[src/rtl/avmm_bridge_pkg.sv]
// Shared types and default widths for the accelerator-to-SDRAM pipeline bridge.
package avmm_bridge_pkg;

  localparam int ADDR_W      = 32;
  localparam int DATA_W      = 32;
  localparam int MAX_PENDING = 4;

  typedef struct packed {
    logic              is_wr;
    logic [ADDR_W-1:0] addr;
    logic [DATA_W-1:0] data;
  } bridge_cmd_t;

endpackage

[src/rtl/avmm_sdram_bridge_pending_counter.sv]
// Outstanding-read counter: +1 on read issue, -1 on returned data, never below zero.
module pending_counter #(
  parameter  int MAX = 4,
  localparam int CW  = $clog2(MAX + 1)
) (
  input  logic          clk,
  input  logic          rst,
  input  logic          inc,
  input  logic          dec,
  output logic [CW-1:0] count,
  output logic          at_max,
  output logic          zero,
  output logic          underflow
);

  logic dec_ok;

  assign zero      = (count == '0);
  assign at_max    = (count == CW'(MAX));
  assign underflow = dec & zero;
  // A return with nothing outstanding is spurious and must not wrap the count.
  assign dec_ok    = dec & ~zero;

  // NOTE: sequential state uses non-blocking assignments so every flop samples pre-edge values.
  always_ff @(posedge clk) begin
    if (rst) begin
      count <= '0;
    end else if (inc && !dec_ok) begin
      count <= count + CW'(1);
    end else if (!inc && dec_ok) begin
      count <= count - CW'(1);
    end
  end

endmodule

[src/rtl/avmm_sdram_bridge.sv]
// Single-entry command stage with read-before-write ordering between the copy accelerator and SDRAM.
module avmm_sdram_bridge
  import avmm_bridge_pkg::*;
#(
  parameter int ADDR_W      = avmm_bridge_pkg::ADDR_W,
  parameter int DATA_W      = avmm_bridge_pkg::DATA_W,
  parameter int MAX_PENDING = avmm_bridge_pkg::MAX_PENDING
) (
  input  logic              clk,
  input  logic              rst,
  output logic              s_waitrequest,
  input  logic [ADDR_W-1:0] s_address,
  input  logic              s_read,
  input  logic              s_write,
  input  logic [DATA_W-1:0] s_writedata,
  output logic [DATA_W-1:0] s_readdata,
  output logic              s_readdatavalid,
  input  logic              m_waitrequest,
  output logic [ADDR_W-1:0] m_address,
  output logic              m_read,
  output logic              m_write,
  output logic [DATA_W-1:0] m_writedata,
  input  logic [DATA_W-1:0] m_readdata,
  input  logic              m_readdatavalid,
  output logic              err
);

  localparam int CW = $clog2(MAX_PENDING + 1);

  bridge_cmd_t   cmd;
  logic          cmd_valid;
  logic          cmd_done;
  logic [CW-1:0] pending;
  logic          at_max;
  logic          zero;
  logic          underflow;

  pending_counter #(.MAX(MAX_PENDING)) u_pending (
    .clk       (clk),
    .rst       (rst),
    .inc       (m_read & ~m_waitrequest),
    .dec       (m_readdatavalid),
    .count     (pending),
    .at_max    (at_max),
    .zero      (zero),
    .underflow (underflow)
  );

  assign s_waitrequest = rst | cmd_valid;
  // Writes wait for every earlier read so overlapping copies read before they overwrite.
  assign m_read        = cmd_valid & ~cmd.is_wr & ~at_max;
  assign m_write       = cmd_valid &  cmd.is_wr &  zero;
  assign m_address     = cmd.addr;
  assign m_writedata   = cmd.data;
  assign cmd_done      = (m_read | m_write) & ~m_waitrequest;

  always_ff @(posedge clk) begin
    if (rst) begin
      cmd_valid       <= 1'b0;
      cmd             <= '0;
      err             <= 1'b0;
      s_readdatavalid <= 1'b0;
      s_readdata      <= '0;
    end else begin
      if (cmd_valid) begin
        if (cmd_done) cmd_valid <= 1'b0;
      end else if (s_read || s_write) begin
        cmd_valid <= 1'b1;
        cmd       <= '{is_wr: s_write, addr: s_address, data: s_writedata};
      end
      // Simultaneous read+write is taken as the write; both it and spurious data are sticky errors.
      if ((!cmd_valid && s_read && s_write) || underflow) err <= 1'b1;
      s_readdatavalid <= m_readdatavalid & (pending != '0);
      s_readdata      <= m_readdata;
    end
  end

endmodule

[config.mk]
export PLATFORM = sky130hd
export DESIGN_NAME = avmm_sdram_bridge
export DESIGN_NICKNAME = d
export VERILOG_FILES = /design/src/rtl/avmm_bridge_pkg.sv /design/src/rtl/avmm_sdram_bridge_pending_counter.sv /design/src/rtl/avmm_sdram_bridge.sv
export SDC_FILE = /design/constraint.sdc
export NUM_CORES = 1
export LEC_CHECK = 0
export ABC_AREA = 1
export BUFFER_PORTS_ARGS = -buffer_cell sky130_fd_sc_hd__buf_2
export CAP_MARGIN = 20
export CORE_ASPECT_RATIO = 1.25
export CORE_MARGIN = 2
export CORE_UTILIZATION = 51
export CTS_BUF_LIST = sky130_fd_sc_hd__clkbuf_8
export DETAILED_ROUTE_END_ITERATION = 6
export PLACE_DENSITY = 0.86
export SYNTH_ARGS = -nofsm -noshare
export SYNTH_HDL_FRONTEND = slang
export SYNTH_SLANG_ARGS = --single-unit
[constraint.sdc]
create_clock -name clk -period 3.6 [get_ports clk]
set_clock_uncertainty 0.05 [all_clocks]
set_input_delay 0.72 -clock clk [delete_from_list [all_inputs] [get_ports clk]]
set_output_delay 0.72 -clock clk [all_outputs]
set_load 0.05 [all_outputs]
==> results of run 1 <==
cell usage in the layout (no fill, tap or decap), types with 3 or more instances in the layout:
| master | n |
|---|---|
| nand3_1 | 4 |
| o21ai_1 | 12 |
| clkbuf_8 | 9 |
| nor2_1 | 167 |
| buf_2 | 202 |
| inv_1 | 42 |
| nand2_2 | 3 |
| dfxtp_1 | 103 |
| inv_6 | 3 |
| o21ai_0 | 54 |
| a21oi_1 | 3 |
| nand2_1 | 9 |
registers in the layout, indices dropped and copies added, names as in the netlist:
name / count
m_writedata: 32
s_readdatavalid: 1
u_pending.count: 3
cmd_valid: 1
s_readdata: 32
m_address: 32
err: 1
cmd: 1
kinds of logic (layout without fill, tap and decap cells):
logic type | Yosys count | count (layout)
AOI/OAI and AO/OA | 70 | 70
buffers and inverters | 133 | 264
DFF | 103 | 103
adders and majority gates | 2 | 2
xor gates and xnor gates | 1 | 1
and+or+nand+nor | 185 | 185
layout make-up:
class	instances	area (um^2)
clock inverters	7	78.8
fillers	658	3020
flip-flops and latches	103	2060
multi-input cells	258	1100
clock buffers	9	124
repair buffers	204	1030
well taps	95	119
inverters	44	165
through the flow:
stage                     area, um^2  setup slack [ps]  utilization (%)  cells
after detailed placement        4480              1140             58.1    704
after global placement          4480              1150             58.1    704
after floorplan                 4010              1490                -    494
after global routing            4680              1040             60.7    720
after CTS                       4680              1140             60.7    720
final                           4680              1130             60.7    720
power groups by stage:
stage	clock, mW	sequential (mW)	combinational, mW
floorplan	0	1.42	0.661
global placement	0	1.34	0.802
detailed placement	0	1.34	0.824
CTS	0.749	1.32	0.828
global route	0.797	1.33	0.887
finish	0.726	1.32	0.821
worst register-to-register path, delay by kind of cell (launching register included):
family          cells  cell delay, ps
flops               1             370
buf+inv             2             180
fa+ha+maj           2             570
simple gates        4             580
compound gates      2             200
metal layers:
layer / share of wire (%) / vias to the layer above
met1: 39 / 1517
met2: 50 / 180
met5: 0 / -
li1: - / 1696
met4: 1.8 / 0
met3: 9.8 / 13
how the worst min path moves through the flow:
stage | slack [ps] | end | from
2_1_floorplan | 410 | m_writedata[13] | m_writedata[13]
3_5_place_dp | 440 | m_address[27] | m_address[27]
5_1_grt | 480 | cmd[64] | cmd[64]
3_3_place_gp | 430 | m_address[30] | m_address[30]
4_1_cts | 460 | cmd[64] | cmd[64]
6_report | 460 | m_writedata[0] | m_writedata[0]
==> results.py, run 1 <==
metrics = {
    "run_status": {
        "status": "completed",
    },
    "synthesis": {
        "async_reset_ff_share_pct": 0,
        "synth-compound-area-share_pct": 8.78,
        "avgSynthCellArea_um2": 8.11,
        "synth.cell_area_mm2": 0.00401,
        "synth_commonest_cells": "nor2_1, dfxtp_1, buf_4",
        "synth.most_common_cell": "nor2_1",
        "ys_warn_count": 0,
        "synth_cell_types": 22,
        "synth_top_cell_by_area": "dfxtp_1",
        "ys.flop_type": "dfxtp_1",
        "ys_seq_elements": 103,
        "synth_top_family_by_area": "buffers and inverters",
        "synthCells": 494,
        "synth_xor_area_share_pct": 0.219,
        "synthMuxAreaShare_pct": 0,
        "synth-edff-count": 0,
        "synth_top_area_share_pct": 51.5,
        "synthSimpleGateAreaFrac_pct": 17.7,
        "synthTopCellsByArea": "dfxtp_1, nor2_1, buf_4",
        "synth.yosys.seq_area_share_pct": 51.5,
        "synthAdderAreaFrac_pct": 0.812,
        "synthesis.nets": 598,
    },
    "critical_path": {
        "critPathLaunchType": "input pin",
        "cp_common_cell": "buf_2",
        "cp_num_buf_inv": 3,
        "ff2ff_setup_slack_ps": 1550,
        "critPathArrivalTime_ps": 1700,
        "crit_cells": 4,
        "crit_path_max_incr_delay_ps": 490,
        "r2r_cells": 10,
        "rr_startpoint": "u_pending.count[0]",
        "endpoint": "s_waitrequest",
        "cp-startpoint": "rst",
        "crit_required_ps": 2830,
        "cp_max_fo": 38,
        "crit_path_top_delay_cell": "buf_2",
        "cp_top_family": "buffers and inverters",
        "path_cells": "buf_2 > inv_1 > nand2_1 > buf_2",
        "cp-end-kind": "output pin",
        "worst_r2r_endpoint": "u_pending.count[2]",
        "path_class": "in2out",
    },
    "power_and_ir_drop": {
        "power_frac_clock_pct": 25.3,
        "peakVddDrop_mv": 0.376,
        "power_density_mw_per_mm2": 613,
        "leakage_nw": 2.57,
        "p_sw_mw": 1.08,
        "seqPwrFrac_pct": 46.0,
        "comb_power_share_pct": 28.7,
        "internal-power_mw": 1.79,
        "p_sw_share_pct": 37.6,
        "finalPower_mw": 2.87,
    },
    "global_route": {
        "grt_max_degree": 67,
        "grt_use_total_pct": 19.6,
        "grt_overflow": 0,
        "grt_pass1_wl_um": 13700,
        "top_usage_layer": "met2",
        "grt_pass1_vias": 3217,
        "use_met2_pct": 36.5,
        "grtUsageMet1_pct": 20.2,
        "met3_usage_pct": 6.24,
        "antenna_found_initial": 0,
    },
    "clock_network": {
        "cts.clk_slew.worst_paths_ps": 90,
        "clkSinkCount": 103,
        "insertion_delay_ps": 360,
        "cts_buffers": 9,
        "cts_repair_resize_count": 0,
        "cts_root_buffer": "clkbuf_8",
        "post_cts_buffers": 0,
        "cts_buffer_depth": 2,
        "cts_tree": "yes",
        "cts-htree-levels": 3,
        "cts_hold_buf": 0,
    },
    "placement": {
        "place_hpwl_um": 6290,
        "portBuffers": 202,
        "place_congestion": 0.804,
    },
    "floorplanning": {
        "die_w_um": 83.3,
        "coreArea_mm2": 0.00770,
        "io_pins": 203,
        "fp-row-count": 36,
        "die_h_um": 103,
        "die-area_mm2": 0.00859,
        "initial_core_util_pct": 52.0,
    },
    "finish": {
        "drive_gt1_share_pct": 36.0,
        "area_growth_pct": 16.8,
        "final_nets": 724,
        "diodes": 0,
    },
    "timing": {
        "relSlewSlack_pct": 29.8,
        "worstMarginPinSlew_ps": 1050,
        "fmax_mhz": 405,
        "finalHoldViolations": 0,
        "whs_ps": 456,
        "drv_slew": 0,
        "period_minus_slack_ps": 2470,
        "tns_ps": 0,
        "setup_violations": 0,
        "fin_crit_sh_pct": 68.5,
        "rsz0062_at_grt": "false",
    },
    "hold_path": {
        "hold-path-cell-count": 2,
        "min_path_type": "reg2reg",
    },
    "detailed_routing": {
        "drt_pass1_iterations": 5,
        "dr_total_vias": 3406,
        "antenna_left": 0,
        "vias_per_cell": 4.73,
        "wl_per_cell_um": 12.2,
        "drc": 0,
        "wl_um": 8760,
        "drtIter0Drc": 108,
    },
    "flow_run": {
        "cap_violations": 0,
    },
}
Power figures use the tool's default switching activity.
==> inputs of run 2 (changes only) <==
--- a/config.mk
+++ b/config.mk
@@ -5,15 +5,15 @@
 export SDC_FILE = /design/constraint.sdc
 export NUM_CORES = 1
 export LEC_CHECK = 0
-export ABC_AREA = 1
+export ABC_AREA = 0
 export BUFFER_PORTS_ARGS = -buffer_cell sky130_fd_sc_hd__buf_2
 export CAP_MARGIN = 20
 export CORE_ASPECT_RATIO = 1.25
 export CORE_MARGIN = 2
-export CORE_UTILIZATION = 51
+export CORE_UTILIZATION = 47
 export CTS_BUF_LIST = sky130_fd_sc_hd__clkbuf_8
 export DETAILED_ROUTE_END_ITERATION = 6
-export PLACE_DENSITY = 0.86
+export PLACE_DENSITY = 0.8
 export SYNTH_ARGS = -nofsm -noshare
 export SYNTH_HDL_FRONTEND = slang
 export SYNTH_SLANG_ARGS = --single-unit
==> constraint.sdc (replaced) <==
create_clock -name clk -period 2.5 [get_ports clk]
set_clock_uncertainty 0.05 [all_clocks]
set_input_delay 0.5 -clock clk [delete_from_list [all_inputs] [get_ports clk]]
set_output_delay 0.5 -clock clk [all_outputs]
set_load 0.05 [all_outputs]
==> run 2 against run 1 <==
Compared with the run above:
- global-route usage fell by 0.76 points
- sequential cell count unchanged
- first-iteration DRC count decreased by 25%
- utilization shrank 3.1 points
- combinational power up 40%
- count of clock-buffer cells in the layout is 1 higher
- clock power up 56%
==> results.py, run 2 <==
metrics = {
    "clock_network": {
        "cts_buffers": 9,
        "cts_tree": "yes",
        "cts-htree-levels": 3,
        "cts_repair_resize_count": 0,
        "insertion_delay_ps": 360,
        "cts_root_buffer": "clkbuf_8",
        "cts_buffer_depth": 2,
        "clkSinkCount": 103,
        "cts.clk_slew.worst_paths_ps": 100,
        "post_cts_buffers": 0,
        "cts_hold_buf": 0,
    },
    "critical_path": {
        "path_class": "reg2reg",
        "cp_max_fo": 5,
        "cp_common_cell": "a21oi_1",
        "cp_top_family": "adder cells",
        "cp-end-kind": "flop",
        "cp_num_buf_inv": 1,
        "critPathLaunchType": "flop",
        "path_cells": "nor2_1 > a21oi_1 > nor2b_1 > ha_1 > inv_1 > fa_1 > xor2_1 > or3_1 > a21oi_1",
        "critPathArrivalTime_ps": 2510,
        "crit_required_ps": 2740,
        "crit_path_top_delay_cell": "dfxtp_1",
        "crit_path_max_incr_delay_ps": 430,
    },
    "detailed_routing": {
        "drc": 0,
        "wl_per_cell_um": 12.9,
        "antenna_left": 0,
        "drt_pass1_iterations": 4,
        "wl_um": 8760,
        "drtIter0Drc": 81,
        "dr_total_vias": 3266,
        "vias_per_cell": 4.82,
    },
    "finish": {
        "final_core_util_pct": 57.6,
        "final_nets": 680,
        "design_area_mm2": 0.00477,
        "area_growth_pct": 18.4,
        "diodes": 0,
        "mostFrequentLayoutCell": "buf_2",
        "most-common-layout-cells": "buf_2, nand2_1, dfxtp_1",
        "drive_gt1_share_pct": 42.2,
        "fin_cells": 678,
    },
    "timing": {
        "drv_slew": 0,
        "relSlewSlack_pct": 64.6,
        "whs_ps": 293,
        "setup_slack_ps": 229,
        "rsz0062_at_grt": "false",
        "worstMarginPinSlew_ps": 531,
        "period_minus_slack_ps": 2270,
        "fmax_mhz": 440,
        "tns_ps": 0,
        "finalHoldViolations": 0,
        "fin_crit_sh_pct": 90.9,
        "setup_violations": 0,
    },
    "synthesis": {
        "async_reset_ff_share_pct": 0,
        "synth_top_family_by_area": "simple AND/OR/NAND/NOR gates",
        "synth_commonest_cells": "nand2_1, dfxtp_1, buf_4",
        "synth-compound-area-share_pct": 11.5,
        "synthSimpleGateAreaFrac_pct": 18.9,
        "ys_warn_count": 0,
        "synthesis.nets": 552,
        "synth_top_area_share_pct": 51.1,
        "synthTopCellsByArea": "dfxtp_1, buf_4, nand2_1",
        "ys.flop_type": "dfxtp_1",
        "ys_seq_elements": 103,
        "synth_xor_area_share_pct": 0.435,
        "synth.most_common_cell": "nand2_1",
        "synthCells": 448,
        "synth.cell_area_mm2": 0.00403,
        "synth_top_cell_by_area": "dfxtp_1",
        "synth-edff-count": 0,
        "synth_cell_types": 25,
        "synthAdderAreaFrac_pct": 0.807,
        "synthMuxAreaShare_pct": 0.248,
        "avgSynthCellArea_um2": 9.00,
        "synth.yosys.seq_area_share_pct": 51.1,
    },
    "floorplanning": {
        "die_w_um": 86.8,
        "die-area_mm2": 0.00934,
        "io_pins": 203,
        "fp-row-count": 37,
        "initial_core_util_pct": 48.6,
        "coreArea_mm2": 0.00829,
        "die_h_um": 108,
    },
    "power_and_ir_drop": {
        "leakage_nw": 2.34,
        "power_density_mw_per_mm2": 870,
        "finalPower_mw": 4.16,
        "peakVddDrop_mv": 0.513,
    },
    "run_status": {
        "status": "completed",
    },
    "hold_path": {
        "min_path_type": "in2reg",
    },
    "placement": {
        "place_hpwl_um": 6380,
        "portBuffers": 202,
        "placedCellCount": 662,
        "postPlaceCellArea_mm2": 0.00455,
        "place_congestion": 0.756,
        "post-place-ws_ps": 201,
    },
    "global_route": {
        "grt_pass1_wl_um": 13800,
        "grt_max_degree": 65,
        "grt_use_total_pct": 18.8,
        "grt_overflow": 0,
        "grt_pass1_vias": 3287,
        "antenna_found_initial": 0,
    },
    "flow_run": {
        "cap_violations": 0,
    },
}
## run 2: worst paths after layout
| path | to | cells past startpoint | slack [ps] | start |
|---|---|---|---|---|
| max | u_pending.count[2] | 9 | 230 | u_pending.count[1] |
| min | s_readdata[5] | 2 | 290 | m_readdata[5] |
| max reg2reg | u_pending.count[2] | 9 | 230 | u_pending.count[1] |
| min reg2reg | m_writedata[21] | 2 | 400 | m_writedata[21] |
## run 2: worst reg2reg max path, delay by kind of cell (launching register included)
kind	cells	cell delay, ps
AND/OR/NAND/NOR	3	560
XOR/XNOR	1	170
flip-flops	1	430
AO/OA/AOI/OAI	2	340
buffers and inverters	1	70
adder cells (fa/ha/maj)	2	580
## run 2: cell type report
| type | instances | area, um^2 |
|---|---|---|
| flip-flops and latches | 103 | 2060 |
| repair buffers | 206 | 1070 |
| inverters | 1 | 3.75 |
| well taps | 97 | 121 |
| fillers | 732 | 3510 |
| clock inverters | 6 | 85.1 |
| clock buffers | 10 | 138 |
| multi-input cells | 255 | 1290 |
## run 2: layer usage
layer / GRT usage [%] / vias up / part of all wire (%)
li1: - / 1602 / -
met1: 18.6 / 1493 / 38
met2: 33.8 / 155 / 50
met3: 6.60 / 16 / 10
met4: 10.0 / 0 / 2.4
met5: 0 / - / 0
## run 2: report_power, final
group | internal (mW) | switching [mW] | leakage, nW
Sequential | 1.79 | 0.0884 | 0.853
Clock | 0.588 | 0.542 | 0.114
Combinational | 0.327 | 0.819 | 1.37
## run 2: logic make-up after synthesis
group	Yosys count
AOI/OAI and AO/OA	74
xor gates and xnor gates	2
and+or+nand+nor	176
muxes	1
DFF	103
adders and majority gates	2
buffers and inverters	90
==> inputs of run 3 (changes only) <==
--- a/config.mk
+++ b/config.mk
@@ -13,7 +13,7 @@
 export CORE_UTILIZATION = 47
 export CTS_BUF_LIST = sky130_fd_sc_hd__clkbuf_8
 export DETAILED_ROUTE_END_ITERATION = 6
-export PLACE_DENSITY = 0.8
+export PLACE_DENSITY = 0.92
 export SYNTH_ARGS = -nofsm -noshare
 export SYNTH_HDL_FRONTEND = slang
 export SYNTH_SLANG_ARGS = --single-unit
==> constraint.sdc (replaced) <==
create_clock -name clk -period 2.5 [get_ports clk]
set_clock_uncertainty 0.05 [all_clocks]
set_input_delay 0.125 -clock clk [delete_from_list [all_inputs] [get_ports clk]]
set_output_delay 0.125 -clock clk [all_outputs]
set_load 0.05 [all_outputs]
==> run 3 against run 2 <==
Compared with the run above:
- non-clock buffer count up 96
- utilization is 11 points higher
- cell count increased by 14%
- routed wire length rose by 35%
- sequential cell count did not move
- critical endpoint unchanged
- largest cell class unchanged
==> results.py, run 3 (same netlist as run 2, synthesis figures left out) <==
metrics = {
    "timing": {
        "worstMarginPinSlew_ps": 618,
        "rsz0062_at_grt": "false",
        "period_minus_slack_ps": 2350,
        "drv_slew": 0,
        "fmax_mhz": 426,
        "fin_crit_sh_pct": 93.9,
        "finalHoldViolations": 0,
        "setup_violations": 0,
        "tns_ps": 0,
        "relSlewSlack_pct": 58.8,
    },
    "placement": {
        "postPlaceCellArea_mm2": 0.00456,
        "place_congestion": 0.820,
        "portBuffers": 202,
        "place_hpwl_um": 6530,
        "placedCellCount": 661,
    },
    "global_route": {
        "antenna_found_initial": 0,
        "grt_max_degree": 54,
        "grt_overflow": 0,
        "grt_pass1_wl_um": 18000,
        "grt_pass1_vias": 3886,
        "grt_use_total_pct": 24.9,
    },
    "detailed_routing": {
        "dr_total_vias": 3766,
        "wl_per_cell_um": 15.3,
        "vias_per_cell": 4.87,
        "drc": 0,
        "antenna_left": 0,
        "drt_pass1_iterations": 4,
        "wl_um": 11800,
        "drtIter0Drc": 116,
    },
    "power_and_ir_drop": {
        "power_density_mw_per_mm2": 738,
        "leakage_nw": 2.73,
        "peakVddDrop_mv": 0.489,
    },
    "floorplanning": {
        "io_pins": 203,
        "fp-row-count": 37,
        "die_h_um": 108,
        "die_w_um": 86.8,
        "initial_core_util_pct": 48.6,
        "die-area_mm2": 0.00934,
        "coreArea_mm2": 0.00829,
    },
    "clock_network": {
        "cts_buffer_depth": 2,
        "cts.clk_slew.worst_paths_ps": 90,
        "cts_buffers": 9,
        "cts-htree-levels": 3,
        "clkSinkCount": 103,
        "insertion_delay_ps": 360,
        "cts_root_buffer": "clkbuf_8",
        "post_cts_buffers": 0,
        "cts_tree": "yes",
    },
    "finish": {
        "mostFrequentLayoutCell": "buf_2",
        "most-common-layout-cells": "buf_2, nand2_1, dfxtp_1",
        "area_growth_pct": 42.0,
        "design_area_mm2": 0.00572,
        "drive_gt1_share_pct": 36.0,
        "fin_cells": 774,
        "fill_cells": 577,
        "diodes": 0,
        "final_nets": 776,
    },
    "critical_path": {
        "cp_common_cell": "a21oi_1",
        "cp-startpoint": "u_pending.count[0]",
        "path_cells": "nor2_1 > a21oi_1 > nor2b_1 > ha_1 > inv_1 > fa_1 > xor2_1 > or3_1 > a21oi_1",
        "crit_path_max_incr_delay_ps": 450,
        "critPathLaunchType": "flop",
        "path_class": "reg2reg",
        "critPathArrivalTime_ps": 2600,
        "cp-end-kind": "flop",
        "crit_required_ps": 2750,
        "rr_startpoint": "u_pending.count[0]",
        "cp_max_fo": 5,
        "crit_path_top_delay_cell": "dfxtp_1",
    },
    "run_status": {
        "status": "completed",
    },
    "hold_path": {
        "min_path_type": "in2reg",
        "hp-start": "s_read",
    },
    "flow_run": {
        "cap_violations": 0,
    },
}
[run 3: final timing paths]
check / end / slack, ps / depth (start not counted)
min: err / 70 / 3
max: u_pending.count[2] / 150 / 9
min reg2reg: m_writedata[25] / 410 / 2
max reg2reg: u_pending.count[2] / 150 / 9
[run 3: metrics by stage]
stage	power, mW	hold slack (ps)	setup WS (ps)	util (%)
after floorplan	2.92	203	457	-
after global placement	3.02	281	412	55.0
after detailed placement	3.07	290	226	55.0
after CTS	4.21	60.2	204	69.1
after global routing	4.41	74.9	19.3	69.1
final	4.22	66.3	152	69.1
[run 3: metal layers]
metal / global-route usage (%) / routed length, um / up-vias
met4: 14.2 / 483 / 0
li1: - / - / 1801
met2: 44.8 / 5880 / 210
met3: 7.21 / 1020 / 44
met1: 24.9 / 4420 / 1711
met5: 0 / 0 / -
[run 3: repair_timing]
| action | CTS | global route |
|---|---|---|
| endpoints found under the hold margin | 98 | 0 |
| hold buffers | 97 | 0 |
| resized for setup | 0 | 0 |
[run 3: final cells by class]
class,instances,area (um^2),area share [%]
clock buffers,10,138,2.40
clock inverters,6,60.1,1.05
inverters,1,3.75,0.0656
multi-input cells,255,1290,22.6
flip-flops and latches,103,2060,36.0
well taps,97,121,2.12
repair buffers,302,2040,35.7
[run 3: critical path, delay by kind of cell (launching register included)]
family | cells | cell delay, ps
simple gates | 3 | 610
fa+ha+maj | 2 | 600
flops | 1 | 450
compound gates | 2 | 340
xor+xnor | 1 | 160
buf+inv | 1 | 70
[run 3: power by group]
group          switching, mW  internal, mW  total (mW)
clock network          0.561         0.485        1.05
logic                  0.866         0.429        1.29
registers             0.0935          1.79        1.88
total                   1.52          2.70        4.22
